[src/rtl/mcu_word_framer_pkg.sv]
// Shared constants for the MCU byte-link word framer: header bytes, FSM
// encodings and default frame geometry.
package mcu_word_framer_pkg;

    localparam logic [15:0] HDR_WORD        = 16'hC7E5;
    localparam logic [15:0] UPDATE_HDR_WORD = 16'hB79E;

    localparam logic [7:0] HDR_HI_DEF = HDR_WORD[15:8];
    localparam logic [7:0] HDR_LO_DEF = HDR_WORD[7:0];

    localparam int FRAME_WORDS_DEF = 2;
    localparam int TIMEOUT_CYC_DEF = 1000;

    localparam logic [1:0] ST_HUNT    = 2'd0;
    localparam logic [1:0] ST_WAIT_LO = 2'd1;
    localparam logic [1:0] ST_WAIT_HI = 2'd2;

    // The decoder swaps the word back, so the first wire byte lands in the low half.
    function automatic logic [15:0] swap_bytes(input logic [7:0] first, input logic [7:0] second);
        return {second, first};
    endfunction

endpackage

[src/rtl/mcu_word_framer_gap.sv]
// In-frame inter-byte gap timer: restarts on every byte, idles outside a frame,
// and flags expiry when the idle run reaches TIMEOUT_CYC cycles.
module gap_timer #(
    parameter int TIMEOUT_CYC = 1000
) (
    input  logic clk_in,
    input  logic rst,
    input  logic clear,
    input  logic enable,
    output logic expired
);

    localparam logic [15:0] LIMIT = 16'(TIMEOUT_CYC - 1);

    logic [15:0] count;

    // NOTE: registers take non-blocking assignments so every flop sees pre-edge values.
    always_ff @(posedge clk_in) begin
        if (rst || clear || !enable) begin
            count <= '0;
        end else if (count != LIMIT) begin
            count <= count + 16'd1;
        end
    end

    // A byte arriving in the expiry cycle wins over the timeout.
    assign expired = enable && !clear && (count == LIMIT);

endmodule

[src/rtl/mcu_word_framer.sv]
// Receive-side byte-to-word framer: hunts for the two-byte header, then packs
// byte pairs into byte-swapped 16-bit words until the frame completes or stalls.
module mcu_word_framer
    import mcu_word_framer_pkg::*;
#(
    parameter int         FRAME_WORDS = FRAME_WORDS_DEF,
    parameter int         TIMEOUT_CYC = TIMEOUT_CYC_DEF,
    parameter logic [7:0] HDR_HI      = HDR_HI_DEF,
    parameter logic [7:0] HDR_LO      = HDR_LO_DEF
) (
    input  logic        clk_in,
    input  logic        rst,
    input  logic [7:0]  byte_in,
    input  logic        byte_valid,
    output logic [15:0] ok2,
    output logic        data_valid,
    output logic        locked,
    output logic        timeout_pulse,
    output logic [7:0]  err_cnt
);

    localparam logic [7:0] LAST_WORD = 8'(FRAME_WORDS);

    logic [1:0] state;
    logic [7:0] prev_byte;
    logic       prev_ok;
    logic [7:0] lo_byte;
    logic [7:0] word_cnt;
    logic       in_frame;
    logic       expired;

    assign in_frame = (state != ST_HUNT);

    gap_timer #(
        .TIMEOUT_CYC(TIMEOUT_CYC)
    ) u_gap_timer (
        .clk_in (clk_in),
        .rst    (rst),
        .clear  (byte_valid),
        .enable (in_frame),
        .expired(expired)
    );

    always_ff @(posedge clk_in) begin
        if (rst) begin
            state         <= ST_HUNT;
            prev_byte     <= '0;
            prev_ok       <= 1'b0;
            lo_byte       <= '0;
            word_cnt      <= '0;
            ok2           <= '0;
            data_valid    <= 1'b0;
            locked        <= 1'b0;
            timeout_pulse <= 1'b0;
            err_cnt       <= '0;
        end else begin
            data_valid    <= 1'b0;
            timeout_pulse <= 1'b0;

            if (expired) begin
                // Stalled frame: drop any half word and resume hunting from scratch.
                state         <= ST_HUNT;
                locked        <= 1'b0;
                prev_ok       <= 1'b0;
                timeout_pulse <= 1'b1;
                if (err_cnt != 8'hFF) begin
                    err_cnt <= err_cnt + 8'd1;
                end
            end else if (byte_valid) begin
                case (state)
                    ST_HUNT: begin
                        if (prev_ok && (prev_byte == HDR_HI) && (byte_in == HDR_LO)) begin
                            ok2        <= swap_bytes(HDR_HI, HDR_LO);
                            data_valid <= 1'b1;
                            word_cnt   <= 8'd1;
                            state      <= ST_WAIT_LO;
                            locked     <= 1'b1;
                            prev_ok    <= 1'b0;
                        end else begin
                            prev_byte <= byte_in;
                            prev_ok   <= 1'b1;
                        end
                    end
                    ST_WAIT_LO: begin
                        lo_byte <= byte_in;
                        state   <= ST_WAIT_HI;
                    end
                    ST_WAIT_HI: begin
                        ok2        <= swap_bytes(lo_byte, byte_in);
                        data_valid <= 1'b1;
                        word_cnt   <= word_cnt + 8'd1;
                        // Leaving on the last word lets the next header be seen immediately.
                        if ((word_cnt + 8'd1) == LAST_WORD) begin
                            state   <= ST_HUNT;
                            locked  <= 1'b0;
                            prev_ok <= 1'b0;
                        end else begin
                            state <= ST_WAIT_LO;
                        end
                    end
                    default: begin
                        state   <= ST_HUNT;
                        locked  <= 1'b0;
                        prev_ok <= 1'b0;
                    end
                endcase
            end
        end
    end

endmodule

[config.mk]
export PLATFORM = sky130hd
export DESIGN_NAME = mcu_word_framer
export DESIGN_NICKNAME = d
export VERILOG_FILES = /design/src/rtl/mcu_word_framer_pkg.sv /design/src/rtl/mcu_word_framer_gap.sv /design/src/rtl/mcu_word_framer.sv
export SDC_FILE = /design/constraint.sdc
export NUM_CORES = 1
export LEC_CHECK = 0
export ABC_AREA = 1
export ABC_CLOCK_PERIOD_IN_PS = 2500
export CORE_MARGIN = 4
export CORE_UTILIZATION = 56
export DETAILED_ROUTE_END_ITERATION = 8
export PLACE_DENSITY = 0.79
export SLEW_MARGIN = 20
export SYNTH_ARGS = -nofsm -noshare
export SYNTH_HDL_FRONTEND = slang
export SYNTH_HIERARCHICAL = 1
export SYNTH_SLANG_ARGS = --single-unit
[constraint.sdc]
create_clock -name clk_in -period 2.5 [get_ports clk_in]
set_input_delay 0.5 -clock clk_in [delete_from_list [all_inputs] [get_ports clk_in]]
set_output_delay 0.5 -clock clk_in [all_outputs]
set_load 0.005 [all_outputs]
==> impl.org, run 1 <==
** Timing
- Adding up every negative setup slack in the final design gives 0 ns.
- Number of pins with negative max-slew slack in the final report :: 0
- For the pin with the worst max-slew slack, the measured transition is 0.4403 ns.
- Max Clock Skew :: 0.007552 ns
- For this run, the top clock speed supported by timing is around 460 MHz.
- Finish-stage setup viols :: 0
- The routed design could run at a clock period as short as 2.196 ns.
- Final hold violation count :: 0
- Final period utilization :: 0.8786
- Setup repair after global routing left no endpoint under its margin.
- Headroom to the max-slew limit came out at 0.7061.

** Place
- After detailed placement, the design holds a cell count of ~600.
- The placed instances occupy a cell area of slightly below 4000 µm².
- Buffers on Ports :: 37
- Dpl hpwl :: 5636 µm
- At the end of routability-driven placement, the weighted congestion stood at around 0.92.

** Synthesis
- Post-synthesis net count :: about 500
- #FFs+latches synth :: 70
- Yosys mapped a number of flops with a built-in enable equal to 0.
- Avg Synthesized Cell Area :: 7.023 µm²
- Syn Inst Count :: roughly 490
- The Yosys step of the flow raised 6 warnings.
- Portion of the post-synthesis area used by sequential elements :: 0.4089
- Counting distinct cell types in the post-synthesis netlist gives 31.
- Proportion of register bits with asynchronous set or reset after synthesis :: 0
- Mapped Area :: 3427 µm²
- Commonest register cell after synthesis :: dfxtp_1

** Final layout
- Final instance area :: ~4000 µm²
- Of the cells placed in the final design, the portion with a size suffix greater than 1 is 0.1076.
- Leaving out filler cells and counting taps, the final layout contains 614.
- Relative to the synthesized area, the layout overhead comes to 19.64%.
- Net total in the final layout :: 549
- For this run, the share of the core covered by cells in the final layout is 0.6925.
- The number of antenna diodes in the final layout is 0.

** Clock tree
- After clock tree synthesis, the repair step resized 0 gates.
- Clock-pin slew was measured on the worst setup and hold paths at ~0.080 ns.
- The clock passes through at most 2 buffers.
- CTS built an H-tree with a depth of 3.
- The later pin in the worst-skew pair is clocked with a latency of roughly 0.35 ns.
- Root buffer selected by CTS :: clkbuf_8
- Sink count of the clock tree :: 70
- Count of hold-fix buffers inserted at cts :: 0
- TritonCTS clock tree :: built
- Buffers inserted during post-CTS setup optimization :: 0
- TritonCTS Buffers :: 9

** Drt
- Signal routing reaches up to met4.
- The routed design uses about 3800 µm of met2 wire.
- Met1 Routed Length :: ~3700 µm
- Number of violations reported at the end of detailed-routing iteration 0 :: between 200 and 250
- Total Routed Length :: just over 8000 µm
- Vias per inst :: between 5 and 6
- Wirelength per Cell :: between 10 and 15 µm
- The count of nets left with antenna violations once routing finished came out at 0.
- Drt first pass iters :: 5
- Met3 wire length :: roughly 500 µm
- Detailed routing inserted a total of roughly 3400 vias.
- After detailed routing, the number of remaining DRC violations is 0.

** Worst setup path
- For the worst flop-to-flop path, the logic depth is 11.
- Critical path's slowest cell :: dfxtp_1
- Traced cell by cell, the critical path runs through ha_1 -> nand3_1 -> inv_1 -> nand2_2 -> nor3_1 -> buf_4 -> nor2_1 -> nand2_1 -> inv_1 -> o21ai_0 -> a21oi_1.
- Setup crit start kind :: register
- Of all nets on the critical path, the largest fanout is 11.
- Kind of critical path :: reg -> reg
- Number of buffers and inverters on the critical path :: 3
- Top delay family on crit path :: simple AND/OR/NAND/NOR gates
- CP Capture Type :: register
- The worst register-to-register path ends at lo_byte[0]$_SDFFE_PP0P_.
- Startpoint of the worst register-to-register path :: u_gap_timer/count[1]$_SDFFE_PP0P_
- At the worst endpoint, the arrival time is 2.43 ns.
- The setup check on the worst reg-to-reg path leaves a slack of 0.30 ns.
- Most frequent cell on the critical path :: inv_1
- Maximum single-stage delay on the critical path :: between 0.3 and 0.4 ns
- STA puts the critical path data required time at approximately 2.7 ns.

** Power
- In this run the power density over the cells is 570.7 nW/µm².
- Internal power :: 0.001793 W
- Share of total power consumed by net switching :: 0.2338
- In this run the power spent charging and discharging nets is around 0.00055 W.
- Comb pwr share :: 0.071
- Of the total power, the clock network draws 0.434.
- Power share of the sequential group :: 0.495
- Pleak :: roughly 1.6 nW
- Worst-case vdd ir drop :: around 0.00033 V

** GRT
- Global-route usage over all layers :: 0.2256
- Entering global routing, the biggest net connects 30 pins.
- The first global-routing pass estimated between 10000 and 15000 µm of wire.
- Antenna violations before repair :: 0
- Number of global-route vias before repair :: approximately 3000
- Remaining global-route overflow :: 0

** Floorplan
- Die W :: about 86 µm
- Standard-cell row count :: 28
- Number of top-level pins :: 38
- Initial core utilization :: 0.5788
- The floorplan step defined a die boundary enclosing between 7000 and 8000 µm².
- Die Height :: roughly 86 µm
- The core region is 5921 µm².

** Run status
- The run finished with clean final reports.

** Hold path
- Cells on Worst Hold Path :: 2
- Hold Crit Endpoint :: prev_byte[5]$_SDFFE_PP0P_
- Class of the tightest hold or removal check :: reg -> reg
- In this run the most critical hold path is launched from prev_byte[5]$_SDFFE_PP0P_.

** Flow run
- Max capacitance violation total :: 0
==> layer usage <==
| metal | vias to the layer above | global-route usage |
|---|---|---|
| met5 | - | 0 |
| met4 | 0 | 0.08357 |
| met3 | 15 | 0.05894 |
| met2 | 115 | 0.3567 |
| met1 | 1550 | 0.2973 |
| li1 | 1681 | - |
==> synthesized netlist by cell type (all sizes together), types with 2 or more instances <==
library cell / count / area (µm²)
ha: 4 / 50.05
clkbuf: 4 / 15.01
inv: 63 / 236.5
nor3: 6 / 41.29
nand2: 102 / 395.4
nor2: 70 / 306.5
nand3: 50 / 270.3
o21ai: 28 / 140.1
dfxtp: 70 / 1401
xor2: 2 / 17.52
o211ai: 10 / 75.07
buf: 13 / 116.4
nand4: 12 / 75.07
a21oi: 49 / 249.0
==> sequential cells by signal (all words and copies together) (netlist names) <==
register / count
word_cnt: 8
state: 2
locked: 1
u_gap_timer/count: 16
prev_ok: 1
timeout_pulse: 1
prev_byte: 8
err_cnt: 8
ok2: 16
data_valid: 1
lo_byte: 8
==> kinds of logic (layout without fill, tap and decap cells) <==
family          after synthesis  count (layout)  share of synthesized area
simple gates                240             240                     0.3176
compound gates               91              91                     0.1439
buf+inv                      80             131                     0.1073
flops                        70              70                     0.4089
fa+ha+maj                     4               4                    0.01460
xor+xnor                      3               3                   0.007668
==> layout make-up <==
| class | count | area (µm²) |
|---|---|---|
| fill | 489 | 1821 |
| inverter | 63 | 236.5 |
| timing repair buffer | 52 | 483.0 |
| clock inverter | 6 | 85.08 |
| sequential | 70 | 1401 |
| multi-input combinational | 338 | 1663 |
| clock buffer | 10 | 137.6 |
| tap | 75 | 93.84 |
==> how the worst max path moves through the flow <==
| stage | from | endpoint | slack, ns | depth (start not counted) |
|---|---|---|---|---|
| detailed placement | byte_valid | lo_byte[3]$_SDFFE_PP0P_ | 0.17 | 10 |
| CTS | u_gap_timer/count[7]$_SDFFE_PP0P_ | lo_byte[0]$_SDFFE_PP0P_ | 0.30 | 10 |
| global placement | byte_valid | lo_byte[3]$_SDFFE_PP0P_ | 0.22 | 10 |
| global route | u_gap_timer/count[1]$_SDFFE_PP0P_ | lo_byte[0]$_SDFFE_PP0P_ | 0.03 | 11 |
| floorplan | u_gap_timer/count[1]$_SDFFE_PP0P_ | err_cnt[7]$_SDFFE_PP0P_ | 0.40 | 12 |
| finish | u_gap_timer/count[1]$_SDFFE_PP0P_ | lo_byte[0]$_SDFFE_PP0P_ | 0.30 | 11 |
==> through the flow <==
step | hold WS (ns) | power, W | setup slack (ns)
2_1_floorplan | 0.4236 | 0.001276 | 0.4019
3_3_place_gp | 0.4336 | 0.001341 | 0.2237
3_5_place_dp | 0.4395 | 0.001346 | 0.1651
4_1_cts | 0.4531 | 0.002352 | 0.2988
5_1_grt | 0.4801 | 0.002435 | 0.03029
6_report | 0.4503 | 0.002340 | 0.3036
==> worst register-to-register path, cell delays in order (launching register included) <==
cell and delay, ns:
dfxtp_1 0.38, ha_1 0.19, nand3_1 0.10, inv_1 0.08
nand2_2 0.06, nor3_1 0.31, buf_4 0.19, nor2_1 0.06
nand2_1 0.18, inv_1 0.21, o21ai_0 0.26, a21oi_1 0.07
==> power groups by stage <==
stage	Sequential (W)	Combinational, W	Clock, W
6_report	0.00116	0.000166	0.00102
2_1_floorplan	0.00118	0.0000963	0
3_5_place_dp	0.00118	0.000164	0
3_3_place_gp	0.00118	0.000159	0
4_1_cts	0.00116	0.000165	0.00103
5_1_grt	0.00116	0.000183	0.00109
==> cells in the final DEF (no fill, tap or decap), types with 7 or more instances in the layout <==
| cell type | n |
|---|---|
| clkbuf_8 | 10 |
| o211ai_1 | 10 |
| a21oi_1 | 48 |
| nand4_1 | 12 |
| nor2_1 | 62 |
| clkdlybuf4s50_1 | 37 |
| inv_1 | 56 |
| nand2_1 | 97 |
| dfxtp_1 | 70 |
| o21ai_0 | 25 |
| buf_4 | 15 |
| inv_2 | 7 |
| nand3_1 | 46 |
No activity file was read; power rests on OpenSTA's default activity.
==> run 2, diff against run 1 <==
--- a/config.mk
+++ b/config.mk
@@ -10,6 +10,7 @@
 export CORE_MARGIN = 4
 export CORE_UTILIZATION = 56
 export DETAILED_ROUTE_END_ITERATION = 8
+export GPL_TIMING_DRIVEN = 0
 export PLACE_DENSITY = 0.79
 export SLEW_MARGIN = 20
 export SYNTH_ARGS = -nofsm -noshare
==> constraint.sdc (replaced) <==
create_clock -name clk_in -period 2.5 [get_ports clk_in]
set_input_delay 0.375 -clock clk_in [delete_from_list [all_inputs] [get_ports clk_in]]
set_output_delay 0.375 -clock clk_in [all_outputs]
set_load 0.005 [all_outputs]
==> impl.org, run 2 (synthesized netlist as in run 1, its figures left out) <==
** Place
- Post-placement setup slack :: -0.01941 ns (-0.1845 ns)
- Final weighted congestion of routability-driven global placement :: 0.8853 (-4.3%)
- The estimated wirelength of the detail-placed design was 5832 µm (+3.5%).
- The quantity of I/O buffers inserted on ports was 37 (unchanged).

** Worst setup path
- Walking the worst path, the cells encountered are ha_2 -> nand3_1 -> inv_1 -> nand2_2 -> nor3_2 -> inv_1 -> a21oi_4 -> nand2_1 -> nor2_1 -> nand3_1 -> nand2_1 -> nor2_1.
- The worst setup path is captured at a register.
- The worst path required time was 2.74 ns (about the same).
- Crit path max fanout :: 9 (-2)
- STA classifies the critical path startpoint as a register.
- Arrival time of the worst setup path :: 2.45 ns (+0.02 ns)
- Maximum single-stage delay on the critical path :: 0.40 ns (+0.02 ns)
- The worst setup path is of the reg -> reg kind.
- Critical path's slowest cell :: dfxtp_1

** Timing
- Fmax :: 453.0 MHz (-0.51%)
- The setup-violating endpoint count in the final report is 0 (unchanged).
- The transition time at the pin with the least slew margin is 0.6032 ns (+0.1628 ns).
- The headroom to the max-slew limit was 0.5979 (-0.1082).
- Setup repair after global routing missed its margin :: no
- The hold violation count in the final report came to 0 (unchanged).
- The number of pins exceeding their max-slew limit in the final report is 0 (unchanged).
- The ratio of final minimum period to clock period is 0.8831 (+0.004491).
- Setup TNS Final :: 0 ns (unchanged)
- The worst path setup slack after routing came to 0.2923 ns (-0.01123 ns).
- Shortest clock period the worst path allows after layout :: 2.208 ns (+0.01123 ns)
- Max Clock Skew :: 0.007305 ns (-0.0002471 ns)

** Drt
- The DRC violation count after routing came to 0 (unchanged).
- Vias per inst :: 5.448 (-0.47%)
- Drt first pass iters :: 7 (+2)
- The final routed wire length divided by cell count was 13.11 µm (-0.83%).
- Number of violations reported at the end of detailed-routing iteration 0 :: 216 (+3.3%)
- Final antenna-violating net count :: 0 (unchanged)
- The wire length after detailed routing was 8078 µm (-0.50%).
- The count of vias placed by the detailed router is 3356 (-0.15%).

** Clock tree
- The number of buffers added for setup after CTS was 0 (unchanged).
- The clock latency at the later pin of the worst-skew pair came to 0.35 ns (about the same).
- Clock tree synthesis selected as its root buffer the cell clkbuf_8.
- Clock transition at the registers of the reported paths :: 0.08 ns (about the same)
- Depth of the CTS H-tree :: 3 (unchanged)
- The number of sinks handled by clock tree synthesis came to 70 (unchanged).
- TritonCTS built the clock tree.
- The number of buffers inserted during clock tree synthesis came to 9 (unchanged).
- The post-cts hold buffer count is 0 (unchanged).
- Clock buffer depth :: 2 (unchanged)

** Floorplan
- The number of placement rows was 28 (unchanged).
- Overall die area :: 7436 µm² (unchanged)
- Die Height :: 86.23 µm (unchanged)
- Die W :: 86.23 µm (unchanged)
- Number of top-level pins :: 38 (unchanged)
- The total core area came to 5921 µm² (unchanged).
- Initial core utilization :: 0.5788 (unchanged)

** Run status
- Run status :: complete, no violations

** GRT
- Global-route usage over all layers :: 0.2309 (+0.005263)
- Global-route met3 utilization :: 0.03802 (-0.02091)
- Global-route met2 utilization :: 0.3672 (+0.01051)
- The via count of the first global-routing pass is 3097 (+2.4%).
- Wire length of the first global-routing pass :: 13880 µm (+2.8%)
- Met1 Usage GRT :: 0.3097 (+0.01238)
- The total congestion overflow after global routing came to 0 (unchanged).
- The layer flagged by global routing as most heavily used is met2.
- Antenna violations before repair :: 0 (unchanged)
- The largest net degree at the start of global routing is 14 (-53%).

** Hold path
- In this run the worst hold path is classified as reg -> reg.

** Final layout
- Filler cells :: 529 (+8.2%)
- Proportion of layout cells with a drive suffix above 1 :: 0.1054 (-0.002246)
- Most frequent standard cell in the layout excluding fill and tap cells :: nand2_1
- Multi-input gate area :: 1673 µm² (+0.60%)
- Reg area :: 1401 µm² (unchanged)
- Relative to the synthesized area, the layout overhead comes to 20.45%.
- The final-stage net count came to 551 (+0.36%).
- Antenna cell count :: 0 (unchanged)
- Biggest regs :: ok2 (16), u_gap_timer/count (16)
- Utilization of the core after routing :: 0.6972 (+0.004649)
- The top cell types in the final layout, fill and taps aside, are nand2_1 (97), dfxtp_1 (70), nor2_1 (62).

** Power
- The ratio of total power to cell area is 568.7 nW/µm² (-0.35%).
- Worst-case vdd ir drop :: 0.0004331 V (+30%)
- Pleak :: 1.568 nW (-0.42%)

** Flow run
- The number of maximum-capacitance constraint violations came to 0 (unchanged).
==> run 2: cell count changes in the layout (fill, tap and decap cells not counted), moves of 4 or more <==
cell | before | now
buf_2 | 0 | 5
buf_4 | 15 | 2
clkbuf_1 | 0 | 4
buf_6 | 0 | 5
==> run 2: metal layers <==
layer / up-vias / share of wire
li1: 1695 / -
met1: 1550 / 0.46
met2: 95 / 0.46
met3: 16 / 0.053
met4: 0 / 0.019
met5: - / 0
==> run 2: worst max-delay path: cells and delay by family, from the launching register on <==
kind	cells	cell delay, ns
simple gates	8	0.98
flops	1	0.40
fa+ha+maj	1	0.28
compound gates	1	0.23
buf+inv	2	0.21
==> run 2: what timing repair did <==
item / in CTS / in global routing
gates resized for setup: 1 / 2
cloned: 0 / 0
setup endpoints to repair: 2 / 2
==> run 2: layout make-up <==
class | count | share of cell area
multi-input combinational | 338 | 0.4053
sequential | 70 | 0.3395
timing repair buffer | 37 | 0.08972
inverter | 63 | 0.05729
buffer | 17 | 0.03183
clock buffer | 9 | 0.03001
clock inverter | 7 | 0.02364
tap | 75 | 0.02273
==> run 2: worst paths after layout <==
kind,from,to,slack [ns],depth (start not counted)
setup / recovery,u_gap_timer/count[0]$_SDFFE_PP0P_,err_cnt[7]$_SDFFE_PP0P_,0.29,12
hold / removal,prev_byte[4]$_SDFFE_PP0P_,prev_byte[4]$_SDFFE_PP0P_,0.45,2
setup reg to reg,u_gap_timer/count[0]$_SDFFE_PP0P_,err_cnt[7]$_SDFFE_PP0P_,0.29,12
hold reg to reg,prev_byte[4]$_SDFFE_PP0P_,prev_byte[4]$_SDFFE_PP0P_,0.45,2
==> run 2: power breakdown <==
| part | switching [W] | internal (W) | total, W |
|---|---|---|---|
| registers | 0.0000161 | 0.00114 | 0.00116 |
| logic | 0.000102 | 0.0000681 | 0.000170 |
| clock network | 0.000457 | 0.000565 | 0.00102 |
==> run 2: stage by stage <==
step	total power [W]	cells	hold WS (ns)	area, µm²
3_3_place_gp	0.001345	600	0.4360	3891
6_report	0.002348	616	0.4505	4128
3_5_place_dp	0.001349	600	0.4412	3891
2_1_floorplan	0.001276	488	0.4236	3427
5_1_grt	0.002431	616	0.4882	4128
4_1_cts	0.002352	616	0.4523	4118
==> run 3, diff against run 2 <==
--- a/config.mk
+++ b/config.mk
@@ -5,13 +5,12 @@
 export SDC_FILE = /design/constraint.sdc
 export NUM_CORES = 1
 export LEC_CHECK = 0
-export ABC_AREA = 1
 export ABC_CLOCK_PERIOD_IN_PS = 2500
 export CORE_MARGIN = 4
 export CORE_UTILIZATION = 56
 export DETAILED_ROUTE_END_ITERATION = 8
 export GPL_TIMING_DRIVEN = 0
-export PLACE_DENSITY = 0.79
+export PLACE_DENSITY = 0.84
 export SLEW_MARGIN = 20
 export SYNTH_ARGS = -nofsm -noshare
 export SYNTH_HDL_FRONTEND = slang
==> impl.org, run 3 <==
** Synthesis
- Fraction of post-synthesis cell area in the top cell type by area :: 0.4291 (+0.02021)
- The fraction of the yosys area taken by sequential cells was 0.4291 (+0.02021).
- dfxtp_1 is the most common cell in the netlist.
- The cell count after synthesis was 371 (-24%).
- dfxtp_1 takes more of the synthesized area than any other cell.
- The count of yosys warnings during synthesis came to 6 (unchanged).
- Post-synthesis net count :: 386 (-23%)
- The post-synthesis async set-or-reset flop share was 0 (unchanged).
- #FFs+latches synth :: 70 (unchanged)
- Most common library cells after synthesis :: dfxtp_1 (70), nor2_1 (48), nand2_1 (27)
- Sorting the synthesized cells by area gives the leading types as dfxtp_1 (43%), mux2i_1 (7.4%), nor2_1 (5.5%), a21oi_1 (3.4%), o21ai_0 (3.4%).
- The mean cell area of the mapped netlist was 8.802 µm² (+25%).
- The number of different library cells in the post-synthesis netlist came to 56 (+81%).
- EDFF count, synth :: 0 (unchanged)
- Commonest register cell after synthesis :: dfxtp_1
- Mapped Area :: 3266 µm² (-4.7%)

** Worst setup path
- Top delay family on crit path :: simple AND/OR/NAND/NOR gates
- The data arrival time at the worst-slack endpoint was 2.62 ns (+0.17 ns).
- STA classifies the critical path startpoint as a register.
- Required arrival time at the worst endpoint :: 2.75 ns (about the same)
- The highest net fanout along the worst path is 10 (+1).
- STA classifies the critical path endpoint as a register.
- The critical path starts at state[1]$_SDFFE_PP0P_.
- Kind of critical path :: reg -> reg
- The count of buffer and inverter cells on the critical path came to 3 (+1).
- Critical path's slowest cell :: or3b_4
- Startpoint of the worst register-to-register path :: state[1]$_SDFFE_PP0P_
- The delay of the slowest cell on the worst path came to 0.39 ns (about the same).
- List of cells traversed by the critical path :: buf_2 -> or2_2 -> nor3b_2 -> buf_6 -> or3b_4 -> or2_1 -> buf_2 -> nor2_1 -> nor2_1 -> o21a_1
- Worst reg-to-reg setup slack :: 0.13 ns (-0.16 ns)

** Floorplan
- The top-level port count was 38 (unchanged).
- Initial core utilization :: 0.5859 (+0.007033)
- The width of the chip is 84.37 µm (-2.2%).
- Standard-cell row count :: 27 (-3.6%)
- The die boundary height is 84.37 µm (-2.2%).
- The total core area was 5574 µm² (-5.9%).
- Overall die area :: 7117 µm² (-4.3%)

** Final layout
- The library cell used most frequently in the layout, excluding fill and tap cells, is dfxtp_1.
- The final-stage net count is 434 (-21%).
- The final design utilization came to 0.7143 (+0.01709).
- The share of post-route cells with drive strength above 1 is 0.1108 (+0.005489).
- Area Overhead vs Synth :: 21.92%
- Antenna cell count :: 0 (unchanged)
- Leading cell types in the layout, fill and taps excluded :: dfxtp_1 (68), nor2_1 (48), clkdlybuf4s50_1 (37)
- Biggest regs :: ok2 (16), u_gap_timer/count (16)
- Count of non-filler cells in the finished layout :: 496 (-19%)

** Power
- The post-layout total power is 0.002240 W (-4.6%).
- Clock network fraction of design power :: 0.459 (+0.024)
- Share of total power consumed by net switching :: 0.2208 (-0.02409)
- The net switching component of the power was 0.0004945 W (-14%).
- Internal power :: 0.001745 W (-1.6%)
- Power share of the sequential group :: 0.503 (+0.011)
- P per Cell Area :: 562.5 nW/µm² (-1.1%)
- The proportion of power drawn by combinational gates came to 0.038 (-0.034).
- The peak ir drop on the vdd network was 0.0004066 V (-6.1%).
- Pleak :: 1.353 nW (-14%)

** Clock tree
- The clock slew seen by the registers of the worst setup and hold paths came to 0.08 ns (about the same).
- The number of levels the H-tree was split into is 3 (unchanged).
- The number of buffers added for setup after CTS came to 0 (unchanged).
- CTS placed an instance of clkbuf_8 at the clock tree root.
- Worst-Skew Late Latency :: 0.35 ns (about the same)
- The worst-case clock buffer depth is 2 (unchanged).
- Sink count of the clock tree :: 70 (unchanged)
- Count of hold-fix buffers inserted at cts :: 0 (unchanged)
- TritonCTS built the clock tree.
- TritonCTS Buffers :: 9 (unchanged)
- The post-cts gate resize count came to 2 (+1).

** Timing
- Final period utilization :: 0.9474 (+0.06434)
- The minimum clock period came to 2.369 ns (+0.1609 ns).
- Number of pins with negative max-slew slack in the final report :: 0 (unchanged)
- Setup repair after global routing left no endpoint under its margin.
- Transition time of the tightest slew-check pin :: 0.8864 ns (+0.2832 ns)
- The largest clock skew in the final design was 0.009070 ns (+0.001765 ns).
- The setup-violating endpoint count in the final report is 0 (unchanged).
- Final hold violation count :: 0 (unchanged)
- Worst relative slew slack :: 0.4078 (-0.1901)
- Fmax :: 422.2 MHz (-6.8%)

** GRT
- Global-route usage over all layers :: 0.2171 (-0.01381)
- Remaining global-route overflow :: 0 (unchanged)
- Antenna violations before repair :: 0 (unchanged)
- The via count of the first global-routing pass is 2740 (-12%).
- Wire length of the first global-routing pass :: 12650 µm (-8.8%)
- Maximum number of pins on one net before global-route repair :: 13 (-1)

** Place
- The number of placed instances, taps included is 480 (-20%).
- Buffers on Ports :: 37 (unchanged)
- The routability congestion estimate is 0.8170 (-7.7%).
- The estimated wirelength of the detail-placed design was 5284 µm (-9.4%).

** Drt
- Drt first pass iters :: 6 (-1)
- Vias per inst :: 5.845 (+7.3%)
- The count of vias placed by the detailed router is 2899 (-14%).
- Final antenna-violating net count :: 0 (unchanged)
- Number of violations reported at the end of detailed-routing iteration 0 :: 272 (+26%)
- The wire length after detailed routing was 7381 µm (-8.6%).
- The final routed wire length divided by cell count was 14.88 µm (+13%).
- Post-route DRC violation count :: 0 (unchanged)

** Hold path
- Start point of the worst hold path :: lo_byte[5]$_SDFFE_PP0P_
- Class of the tightest hold or removal check :: reg -> reg

** Flow run
- Max capacitance violation total :: 0 (unchanged)

** Run status
- The flow ran to the end, and the final reports show no timing, DRC or antenna violations.
-- run 3: cell count changes in the layout (fill, tap and decap cells not counted), moves of 12 or more --
cell / previous run / this run
nand2_1: 97 / 27
inv_1: 56 / 8
nand3_1: 46 / 14
a21oi_1: 48 / 22
mux2i_1: 0 / 24
nor2_1: 62 / 48
o21a_1: 0 / 12
-- run 3: layer usage --
metal,share of wire,global-route usage,routed length (µm),up-vias
li1,-,-,-,1424
met1,0.45,0.2722,3342,1376
met2,0.48,0.3594,3528,87
met3,0.049,0.04024,358,12
met4,0.020,0.1050,151,0
met5,0,0,0,-
-- run 3: logic make-up (layout without fill, tap and decap cells) --
kind of cell	count (synthesis)	count (layout)	share of synthesized area
muxes	25	25	0.07701
AOI/OAI and AO/OA	76	76	0.1460
adders and majority gates	4	4	0.01533
and+or+nand+nor	160	160	0.2686
xor gates and xnor gates	8	8	0.02145
DFF	70	70	0.4291
buffers and inverters	28	81	0.04253
-- run 3: worst paths after layout --
path | end | depth (start not counted)
worst max-delay path | ok2[7]$_SDFFE_PP0P_ | 10
worst max register to register | ok2[7]$_SDFFE_PP0P_ | 10
worst min register to register | ok2[5]$_SDFFE_PP0P_ | 2
worst min-delay path | ok2[5]$_SDFFE_PP0P_ | 2
-- run 3: worst register-to-register path: cells and delay by family, from the launching register on --
family | cells | cell delay (ns)
buffers and inverters | 3 | 0.54
AOI/OAI and AO/OA | 1 | 0.11
DFF | 1 | 0.31
and+or+nand+nor | 6 | 1.33
-- run 3: metrics by stage --
stage	area, µm²	hold slack [ns]	setup TNS (ns)	setup slack [ns]
2_1_floorplan	3266	0.4313	0	0.3246
3_3_place_gp	3726	0.4448	-0.02791	-0.008483
3_5_place_dp	3726	0.4526	-0.6084	-0.07990
4_1_cts	3956	0.4614	0	0.002126
5_1_grt	3981	0.4693	0	0.01814
6_report	3981	0.4570	0	0.1315
-- run 3: power by group through the flow --
stage	Combinational, W	Sequential [W]	Clock, W
floorplan	0.0000475	0.00115	0
global placement	0.0000819	0.00115	0
detailed placement	0.0000833	0.00115	0
CTS	0.0000841	0.00113	0.00104
global route	0.0000927	0.00113	0.00109
finish	0.0000856	0.00113	0.00103
-- run 3: cell type report --
| class | instances | area [µm²] |
|---|---|---|
| Buffer | 20 | 110.1 |
| Clock buffer | 10 | 137.6 |
| Clock inverter | 6 | 85.08 |
| Fill cell | 417 | 1593 |
| Inverter | 8 | 30.03 |
| Multi-Input combinational cell | 273 | 1754 |
| Sequential cell | 70 | 1404 |
| Tap cell | 72 | 90.09 |
| Timing Repair Buffer | 37 | 370.4 |
